## config.mk

```make
export PLATFORM = sky130hd
export DESIGN_NAME = mem_port_arbiter_flat
export DESIGN_NICKNAME = d
export VERILOG_FILES = /design/src/rtl/mem_port_arbiter_if.sv /design/src/rtl/mem_port_arbiter.sv /design/src/flat_wrapper.sv
export SDC_FILE = /design/constraint.sdc
export NUM_CORES = 1
export LEC_CHECK = 0
export CORE_ASPECT_RATIO = 1.1
export CORE_MARGIN = 5
export CORE_UTILIZATION = 41
export CTS_BUF_LIST = sky130_fd_sc_hd__clkbuf_4
export CTS_CLUSTER_SIZE = 12
export DETAILED_ROUTE_END_ITERATION = 8
export HOLD_SLACK_MARGIN = 0.1
export PLACE_DENSITY = 0.95
export SLEW_MARGIN = 20
export SYNTH_ARGS = -nofsm -noshare
export SYNTH_HDL_FRONTEND = slang
export SYNTH_SLANG_ARGS = --single-unit
```

## constraint.sdc

```tcl
create_clock -name clk -period 2.3 [get_ports clk]
set_input_delay 0.46 -clock clk [delete_from_list [all_inputs] [get_ports clk]]
set_output_delay 0.46 -clock clk [all_outputs]
set_load 0.02 [all_outputs]
```

## src/rtl/mem_port_arbiter_if.sv

```systemverilog
// Bundles the fetch port, load/store port and unified-memory port around mem_port_arbiter.
// slave is the arbiter's view; master is the requesters plus memory driving it.
interface mem_port_arbiter_if #(
    parameter int BIT_COUNT = 32
);
    logic                   i_req;
    logic [BIT_COUNT-1:0]   i_addr;
    logic                   i_ready;
    logic [BIT_COUNT-1:0]   i_rdata;

    logic                   d_req;
    logic                   d_we;
    logic [BIT_COUNT-1:0]   d_addr;
    logic [BIT_COUNT-1:0]   d_wdata;
    logic [BIT_COUNT/8-1:0] d_wmask;
    logic                   d_ready;
    logic [BIT_COUNT-1:0]   d_rdata;

    logic                   m_req;
    logic                   m_we;
    logic [BIT_COUNT-1:0]   m_addr;
    logic [BIT_COUNT-1:0]   m_wdata;
    logic [BIT_COUNT/8-1:0] m_wmask;
    logic [BIT_COUNT-1:0]   m_rdata;
    logic                   m_ack;

    logic                   bus_error;

    modport slave (
        input  i_req, i_addr, d_req, d_we, d_addr, d_wdata, d_wmask, m_rdata, m_ack,
        output i_ready, i_rdata, d_ready, d_rdata,
        output m_req, m_we, m_addr, m_wdata, m_wmask, bus_error
    );

    modport master (
        output i_req, i_addr, d_req, d_we, d_addr, d_wdata, d_wmask, m_rdata, m_ack,
        input  i_ready, i_rdata, d_ready, d_rdata,
        input  m_req, m_we, m_addr, m_wdata, m_wmask, bus_error
    );
endinterface

```

## src/rtl/mem_port_arbiter.sv

```systemverilog
// Shares one variable-latency memory between fetch and load/store; data wins, fetch starvation bounded.
// Latency: m_req registered at the grant edge; ready pulses combinationally on m_ack. Watchdog aborts hung accesses.
module mem_port_arbiter #(
    parameter int BIT_COUNT       = 32,
    parameter int MAX_DATA_STREAK = 4,
    parameter int TIMEOUT_CYCLES  = 255
) (
    input  logic               clk,
    input  logic               reset,
    mem_port_arbiter_if.slave  bus
);
    localparam int MW = BIT_COUNT / 8;
    localparam int SW = $clog2(MAX_DATA_STREAK + 1);
    localparam int WW = (TIMEOUT_CYCLES > 0) ? $clog2(TIMEOUT_CYCLES + 1) : 1;
    localparam logic [SW-1:0] STREAK_MAX = SW'(MAX_DATA_STREAK);
    localparam logic [WW-1:0] WDOG_MAX   = WW'(TIMEOUT_CYCLES);

    typedef enum logic [1:0] {
        ST_IDLE   = 2'd0,
        ST_BUSY_I = 2'd1,
        ST_BUSY_D = 2'd2
    } state_t;

    state_t                 r_state;
    state_t                 w_state_nxt;
    logic                   r_m_req;
    logic                   r_m_we;
    logic [BIT_COUNT-1:0]   r_m_addr;
    logic [BIT_COUNT-1:0]   r_m_wdata;
    logic [MW-1:0]          r_m_wmask;
    logic [SW-1:0]          r_streak;
    logic [WW-1:0]          r_wdog;
    logic                   r_bus_error;

    logic w_grant_d;
    logic w_grant_i;
    logic w_busy;
    logic w_done;
    logic w_timeout;
    logic w_finish;

    // Fetch only beats a pending data request once data has won STREAK_MAX times in a row.
    always_comb begin
        w_grant_d = bus.d_req && (!bus.i_req || (r_streak != STREAK_MAX));
        w_grant_i = bus.i_req && !w_grant_d;
        w_busy    = (r_state != ST_IDLE);
        w_done    = w_busy && bus.m_ack;
        w_timeout = (TIMEOUT_CYCLES > 0) && w_busy && !bus.m_ack && (r_wdog == WDOG_MAX);
        w_finish  = w_done || w_timeout;
    end

    always_ff @(posedge clk or negedge reset) begin
        if (!reset) begin
            r_state <= ST_IDLE;
        end else begin
            r_state <= w_state_nxt;
        end
    end

    always_comb begin
        w_state_nxt = r_state;
        case (r_state)
            ST_IDLE: begin
                if (w_grant_d) begin
                    w_state_nxt = ST_BUSY_D;
                end else if (w_grant_i) begin
                    w_state_nxt = ST_BUSY_I;
                end
            end
            ST_BUSY_I, ST_BUSY_D: begin
                if (w_finish) begin
                    w_state_nxt = ST_IDLE;
                end
            end
            default: w_state_nxt = ST_IDLE;
        endcase
    end

    always_comb begin
        bus.i_ready   = (r_state == ST_BUSY_I) && w_finish;
        bus.d_ready   = (r_state == ST_BUSY_D) && w_finish;
        bus.i_rdata   = ((r_state == ST_BUSY_I) && w_done) ? bus.m_rdata : '0;
        bus.d_rdata   = ((r_state == ST_BUSY_D) && w_done) ? bus.m_rdata : '0;
        bus.m_req     = r_m_req;
        bus.m_we      = r_m_we;
        bus.m_addr    = r_m_addr;
        bus.m_wdata   = r_m_wdata;
        bus.m_wmask   = r_m_wmask;
        bus.bus_error = r_bus_error;
    end

    // Request fields are latched at the grant, so a requester dropping early cannot corrupt the access.
    always_ff @(posedge clk or negedge reset) begin
        if (!reset) begin
            r_m_req     <= 1'b0;
            r_m_we      <= 1'b0;
            r_m_addr    <= '0;
            r_m_wdata   <= '0;
            r_m_wmask   <= '0;
            r_streak    <= '0;
            r_wdog      <= '0;
            r_bus_error <= 1'b0;
        end else if (r_state == ST_IDLE) begin
            if (w_grant_d) begin
                r_m_req   <= 1'b1;
                r_m_we    <= bus.d_we;
                r_m_addr  <= bus.d_addr;
                r_m_wdata <= bus.d_wdata;
                r_m_wmask <= bus.d_wmask;
                r_wdog    <= '0;
                if (bus.i_req && (r_streak != STREAK_MAX)) begin
                    r_streak <= r_streak + 1'b1;
                end
            end else if (w_grant_i) begin
                r_m_req   <= 1'b1;
                r_m_we    <= 1'b0;
                r_m_addr  <= bus.i_addr;
                r_m_wdata <= '0;
                r_m_wmask <= '0;
                r_wdog    <= '0;
                r_streak  <= '0;
            end
        end else begin
            if (w_finish) begin
                r_m_req <= 1'b0;
                if (w_timeout) begin
                    r_bus_error <= 1'b1;
                end
            end else if ((TIMEOUT_CYCLES > 0) && !bus.m_ack) begin
                r_wdog <= r_wdog + 1'b1;
            end
        end
    end
endmodule
```

## src/flat_wrapper.sv

```systemverilog
// flat-port wrapper written by rule: the top's interface ports become plain ports
module mem_port_arbiter_flat 
#(
    parameter int BIT_COUNT       = 32,
    parameter int MAX_DATA_STREAK = 4,
    parameter int TIMEOUT_CYCLES  = 255
)
  (clk, reset, bus_i_req, bus_i_addr, bus_d_req, bus_d_we, bus_d_addr, bus_d_wdata, bus_d_wmask, bus_m_rdata, bus_m_ack, bus_i_ready, bus_i_rdata, bus_d_ready, bus_d_rdata, bus_m_req, bus_m_we, bus_m_addr, bus_m_wdata, bus_m_wmask, bus_bus_error);
  mem_port_arbiter_if #(.BIT_COUNT(BIT_COUNT)) bus_i ();
  input  logic clk;
  input  logic reset;
  input wire logic [$bits(bus_i.i_req)-1:0] bus_i_req;
  input wire logic [$bits(bus_i.i_addr)-1:0] bus_i_addr;
  input wire logic [$bits(bus_i.d_req)-1:0] bus_d_req;
  input wire logic [$bits(bus_i.d_we)-1:0] bus_d_we;
  input wire logic [$bits(bus_i.d_addr)-1:0] bus_d_addr;
  input wire logic [$bits(bus_i.d_wdata)-1:0] bus_d_wdata;
  input wire logic [$bits(bus_i.d_wmask)-1:0] bus_d_wmask;
  input wire logic [$bits(bus_i.m_rdata)-1:0] bus_m_rdata;
  input wire logic [$bits(bus_i.m_ack)-1:0] bus_m_ack;
  output wire logic [$bits(bus_i.i_ready)-1:0] bus_i_ready;
  output wire logic [$bits(bus_i.i_rdata)-1:0] bus_i_rdata;
  output wire logic [$bits(bus_i.d_ready)-1:0] bus_d_ready;
  output wire logic [$bits(bus_i.d_rdata)-1:0] bus_d_rdata;
  output wire logic [$bits(bus_i.m_req)-1:0] bus_m_req;
  output wire logic [$bits(bus_i.m_we)-1:0] bus_m_we;
  output wire logic [$bits(bus_i.m_addr)-1:0] bus_m_addr;
  output wire logic [$bits(bus_i.m_wdata)-1:0] bus_m_wdata;
  output wire logic [$bits(bus_i.m_wmask)-1:0] bus_m_wmask;
  output wire logic [$bits(bus_i.bus_error)-1:0] bus_bus_error;
  assign bus_i.i_req = bus_i_req;
  assign bus_i.i_addr = bus_i_addr;
  assign bus_i.d_req = bus_d_req;
  assign bus_i.d_we = bus_d_we;
  assign bus_i.d_addr = bus_d_addr;
  assign bus_i.d_wdata = bus_d_wdata;
  assign bus_i.d_wmask = bus_d_wmask;
  assign bus_i.m_rdata = bus_m_rdata;
  assign bus_i.m_ack = bus_m_ack;
  assign bus_i_ready = bus_i.i_ready;
  assign bus_i_rdata = bus_i.i_rdata;
  assign bus_d_ready = bus_i.d_ready;
  assign bus_d_rdata = bus_i.d_rdata;
  assign bus_m_req = bus_i.m_req;
  assign bus_m_we = bus_i.m_we;
  assign bus_m_addr = bus_i.m_addr;
  assign bus_m_wdata = bus_i.m_wdata;
  assign bus_m_wmask = bus_i.m_wmask;
  assign bus_bus_error = bus_i.bus_error;
  mem_port_arbiter #(.BIT_COUNT(BIT_COUNT), .MAX_DATA_STREAK(MAX_DATA_STREAK), .TIMEOUT_CYCLES(TIMEOUT_CYCLES)) u_core (.clk(clk), .reset(reset), .bus(bus_i));
endmodule
```

* Yosys cells after proc, flatten, opt, wreduce, memory -nomap -nowiden
Cells that the tools add are included.
Word-level totals: register bits after elaboration 84, input port bits 138, output and inout port bits 137, word-level logic and storage cells 73
Operators by class: $add $sub $neg 2, equality and inequality tests 9, mux-type cells 26, bitwise operators 1, reduce and logical (&&, ||, !) cells 26
Operators with widths (count):
- $mux W32 | 6
- $mux W8 | 5
- $logic_and A1 B1 Y1 | 10
- $mux W3 | 3
- $reduce_and A3 Y1 | 3
- $add A8 B1 Y8 const B | 1
- $eq A8 B8 Y1 const B | 1
- $mux W4 | 2
- $mux W1 | 6
- $mux W2 | 3
- $reduce_and A2 Y1 | 3
- $reduce_bool A2 Y1 | 3
- $ne A2 B1 Y1 const B | 2
- $ne A2 B2 Y1 const B | 2
- $pmux W2 S2 | 1
- $add A3 B1 Y3 const B | 1
- $logic_not A1 Y1 | 3
- $ne A3 B1 Y1 const B | 1
- $ne A3 B3 Y1 const B | 1
- $eq A2 B1 Y1 const B | 1
- $eq A2 B2 Y1 const B | 1
- $logic_not A2 Y1 | 1
- $logic_or A1 B1 Y1 | 2
- $reduce_or A2 Y1 | 1
- $not A1 Y1 | 1

* Logic depth before layout (Yosys ltp)
depth after elaboration 8, depth in mapped cells 8

* Least setup slack after synthesis
No wires, ideal clock.
kind register -> output, start point register u_core.r_state[0], end point output port bus_d_rdata[10], arrival time 1423 ps, required time 1840 ps, path slack 417 ps, stages on the path, launching flop included 8, path buffers 2, cell sequence dfrtp_1 inv_1 ha_1 buf_6 inv_2 and3_1 clkbuf_2 and2_1
On the way: longest elaborated chain between the ends 4, elaborated cells between the ends (all ways) 5, classes of those cells eq/ne (1); mux (1); reduce/logical (3)
Ends and longest elaborated chain:
- start, declared | RTL line mem_port_arbiter.sv:24 | state_t r_state;
- start signal, assigned | RTL line mem_port_arbiter.sv:56 | r_state <= w_state_nxt;
- $reduce_bool A2 Y1 | RTL line mem_port_arbiter.sv:46 | w_busy = (r_state != ST_IDLE);
- $logic_and A1 B1 Y1 | RTL line mem_port_arbiter.sv:47 | w_done = w_busy && bus.m_ack;
- $logic_and A1 B1 Y1 (*) | RTL line mem_port_arbiter.sv:83 | bus.d_rdata = ((r_state == ST_BUSY_D) && w_done) ? bus.m_rdata : '0;
- $mux W32 (*) | RTL line mem_port_arbiter.sv:83
- end, declared | RTL line flat_wrapper.sv:24 | output wire logic [$bits(bus_i.d_rdata)-1:0] bus_d_rdata;
Mark *: on every way between the ends. The rest lies on a longest branch, timed or not.

* Final worst setup path
start point register u_core.r_state[0], end point output port bus_d_rdata[1]
Same word-level chain as after synthesis.

==> flow_metrics.env <==
export IMPL_status="finished, violations left"
export IMPL_violations="negative setup slack"
export IMPL_min_path_type="flop to flop"
export IMPL_finalCriticalPeriod_ps=2340
export IMPL_synth_cells=472
export IMPL_avgSynthCellArea_um2=9.34
export IMPL_min_delay_start="u_core.bus.m_addr[14]"
export IMPL_fin_cells=904
export IMPL_grt_ovfl_total=0
export IMPL_critPathMaxStageDelay_ps=420
export IMPL_total_power_mw=7.91
export IMPL_grt_max_degree=56
export IMPL_r2r_setup_slack_ps=190
export IMPL_dp_slack_ps=-289
export IMPL_max_slew_margin_pct=66.4
export IMPL_slowest_stage="dfrtp_1"
export IMPL_synth_seq_cells=84
export IMPL_final_common_cell="clkdlybuf4s50_1"
export IMPL_finalCritPeriodShare_pct=102
export IMPL_setup_violations_final=14
export IMPL_routed_wl_um=16600
export IMPL_grt_pass1_wl_um=23100
export IMPL_cts_buffers=9
export IMPL_critPathBufInv=3
export IMPL_viasPerCell=5.14
export IMPL_clk_pin_slew_ps=140
export IMPL_root_buffer="clkbuf_4"
export IMPL_cp_start_kind="flop"
export IMPL_antenna_found_initial=0
export IMPL_core_area_um2=10400
export IMPL_synthFlopType="dfrtp_1"
export IMPL_cp_max_fo=8
export IMPL_power_density_nw_per_um2=1030
export IMPL_r2r_start="u_core.r_state[0]"
export IMPL_yosys_warnings=0
export IMPL_seq_power_share_pct=31.2
export IMPL_layout_common_cells="207 x clkdlybuf4s50_1, 118 x nand2_1, 84 x dfrtp_1, 47 x and2_1, 46 x o21ai_1"
export IMPL_synthToLayoutAreaGrowth_pct=73.4
export IMPL_vias=4643
export IMPL_die_h_um=119
export IMPL_power_frac_clock_pct=11.3
export IMPL_synth_area_um2=4410
export IMPL_ant_nets=0
export IMPL_antenna_cells=0
export IMPL_clock_sinks=84
export IMPL_fmaxAchievable_mhz=428
export IMPL_dp_cells=879
export IMPL_num_rows=39
export IMPL_routabilityCongestion=0.898
export IMPL_track_usage_pct=22.7
export IMPL_worstPathArrival_ps=1880
export IMPL_setup_ws_ps=-36.0
export IMPL_place_hpwl_um=12100
export IMPL_hold_violations=0
export IMPL_post_dp_cell_area_um2=7300
export IMPL_drive_gt1_share_pct=20.1
export IMPL_htree_levels=3
export IMPL_path_cells="inv_2, ha_2, and3_4, clkbuf_16, and2_1, buf_2"
export IMPL_synth_seq_area_share_pct=47.7
export IMPL_reg2reg_depth=9
export IMPL_nNetsFinal=900
export IMPL_internal_power_mw=4.57
export IMPL_vdd_drop_max_v=0.000635
export IMPL_endpoint_kind="output pin"
export IMPL_worstSetupPathType="flop to output pin"
export IMPL_hold_end="u_core.bus.m_addr[14]"
export IMPL_rsz0062_at_grt="true"
export IMPL_grt_pass1_vias=4647
export IMPL_async_reset_ff_share_pct=100
export IMPL_synth_edff_count=0
export IMPL_dieArea_um2=12900
export IMPL_p_switching_mw=3.34
export IMPL_drc=0
export IMPL_design_area_um2=7640
export IMPL_whs_ps=500
export IMPL_maxCapViolations=0
export IMPL_leakage_nw=3.47
export IMPL_timing_rr_end="u_core.bus.m_wdata[17]"
export IMPL_clock_latency_ps=440
export IMPL_clockBufferDepth=2
export IMPL_synth_distinct_cells=42
export IMPL_port_buffers=274
export IMPL_slew_violations=0
export IMPL_fin_setup_tns_ps=-199
export IMPL_combPwrFrac_pct=57.6
export IMPL_cts_tree="done"
export IMPL_worst_pin_slew_ps=504
export IMPL_final_setup_skew_ps=21.6
export IMPL_drt_initial_drc_count=314
export IMPL_wire_per_inst_um=18.3
export IMPL_drt_pass1_iterations=5
export IMPL_ios=275
export IMPL_path_delay_family="buffers and inverters"
export IMPL_min_path_cells=2
export IMPL_post_route_util_pct=73.2
export IMPL_critPathRequiredTime_ps=1840
export IMPL_switching_share_pct=42.2
export IMPL_initial_core_util_pct=42.2
export IMPL_die_x_um=109
export IMPL_syn_nets=616
[cell type report]
type / instances / area, um2
timing repair buffer: 304 / 3080
fill: 694 / 2800
multi-input combinational: 350 / 2100
sequential: 84 / 2100
tap: 143 / 179
clock buffer: 10 / 75.1
clock inverter: 6 / 71.3
inverter: 7 / 28.8
[Yosys cell counts (all sizes together) (2+ instances only)]
| cell | number | area share [%] |
|---|---|---|
| nor3 | 3 | 0.34 |
| buf | 20 | 5.2 |
| and2 | 66 | 9.4 |
| and3 | 4 | 0.57 |
| nand3 | 4 | 0.57 |
| nand4 | 2 | 0.43 |
| dfrtp | 84 | 48 |
| o22ai | 5 | 0.85 |
| inv | 7 | 0.60 |
| a21oi | 4 | 0.71 |
| o21ai | 74 | 8.4 |
| mux2i | 35 | 7.9 |
| ha | 6 | 1.7 |
| clkbuf | 11 | 1.2 |
| a211oi | 2 | 0.34 |
| xnor2 | 2 | 0.40 |
| nand2 | 120 | 10 |
| nor2 | 12 | 1.3 |
[sequential cells by signal (all words and copies together), names as in the netlist]
name and flops:
u_core.bus.bus_error 1, u_core.bus.m_addr 32, u_core.bus.m_req 1, u_core.bus.m_wdata 32
u_core.bus.m_we 1, u_core.bus.m_wmask 4, u_core.r_state 2, u_core.r_streak 3
u_core.r_wdog 8
[how the worst max path moves through the flow]
stage | from | endpoint | slack (ps) | cells after the start
after floorplan | u_core.r_state[0] | bus_d_rdata[10] | 420 | 7
after global placement | bus_m_ack | bus_i_rdata[29] | -260 | 5
after detailed placement | bus_m_ack | bus_i_rdata[29] | -290 | 5
after CTS | u_core.r_state[1] | bus_d_rdata[0] | 3 | 6
after global routing | u_core.r_state[0] | bus_d_rdata[11] | -100 | 6
final | u_core.r_state[0] | bus_d_rdata[1] | -40 | 6
[metal layers]
| metal | share of wire (%) | track usage [%] | wire length [um] | vias up |
|---|---|---|---|---|
| li1 | - | - | - | 2135 |
| met3 | 10 | 7.80 | 1650 | 58 |
| met4 | 5.1 | 12.4 | 844 | 0 |
| met1 | 33 | 22.9 | 5540 | 2178 |
| met2 | 51 | 40.2 | 8530 | 272 |
| met5 | 0 | 0 | 0 | - |
[power groups by stage]
stage	sequential [mW]	clock (mW)	combinational, mW
after floorplan	3.17	0	1.59
after global placement	2.43	0	4.19
after detailed placement	2.48	0	4.33
after CTS	2.44	0.916	4.33
after global routing	2.55	0.982	4.84
final	2.47	0.890	4.55
[cells by family (layout without fill, tap and decap cells)]
logic type / after synthesis / in the layout / synth area share, %
AND/OR/NAND/NOR: 215 / 215 / 23.7
AO/OA/AOI/OAI: 92 / 92 / 11.6
flip-flops: 84 / 84 / 47.7
buffers and inverters: 38 / 327 / 6.95
multiplexers: 35 / 35 / 7.95
adder cells (fa/ha/maj): 6 / 6 / 1.70
XOR/XNOR: 2 / 2 / 0.397
[repair_timing]
item / 4_1_cts / 5_1_grt
endpoints found under the hold margin: 38 / 0
buffers inserted: 3 / 3
gates resized for setup: 263 / 122
gates cloned: 0 / 2
setup endpoints to repair: 66 / 66
hold buffers: 1 / 0
pin swaps: 1 / 4
[worst reg2reg max path: stages (launching register included)]
cell and delay, ps:
dfrtp_1 420, inv_2 130, ha_4 180, inv_4 40, buf_4 120, buf_4 140, nor2_2 280, buf_12 250
nand2_1 90, o21ai_0 350
Note: power is estimated with default switching activity, not from simulation.
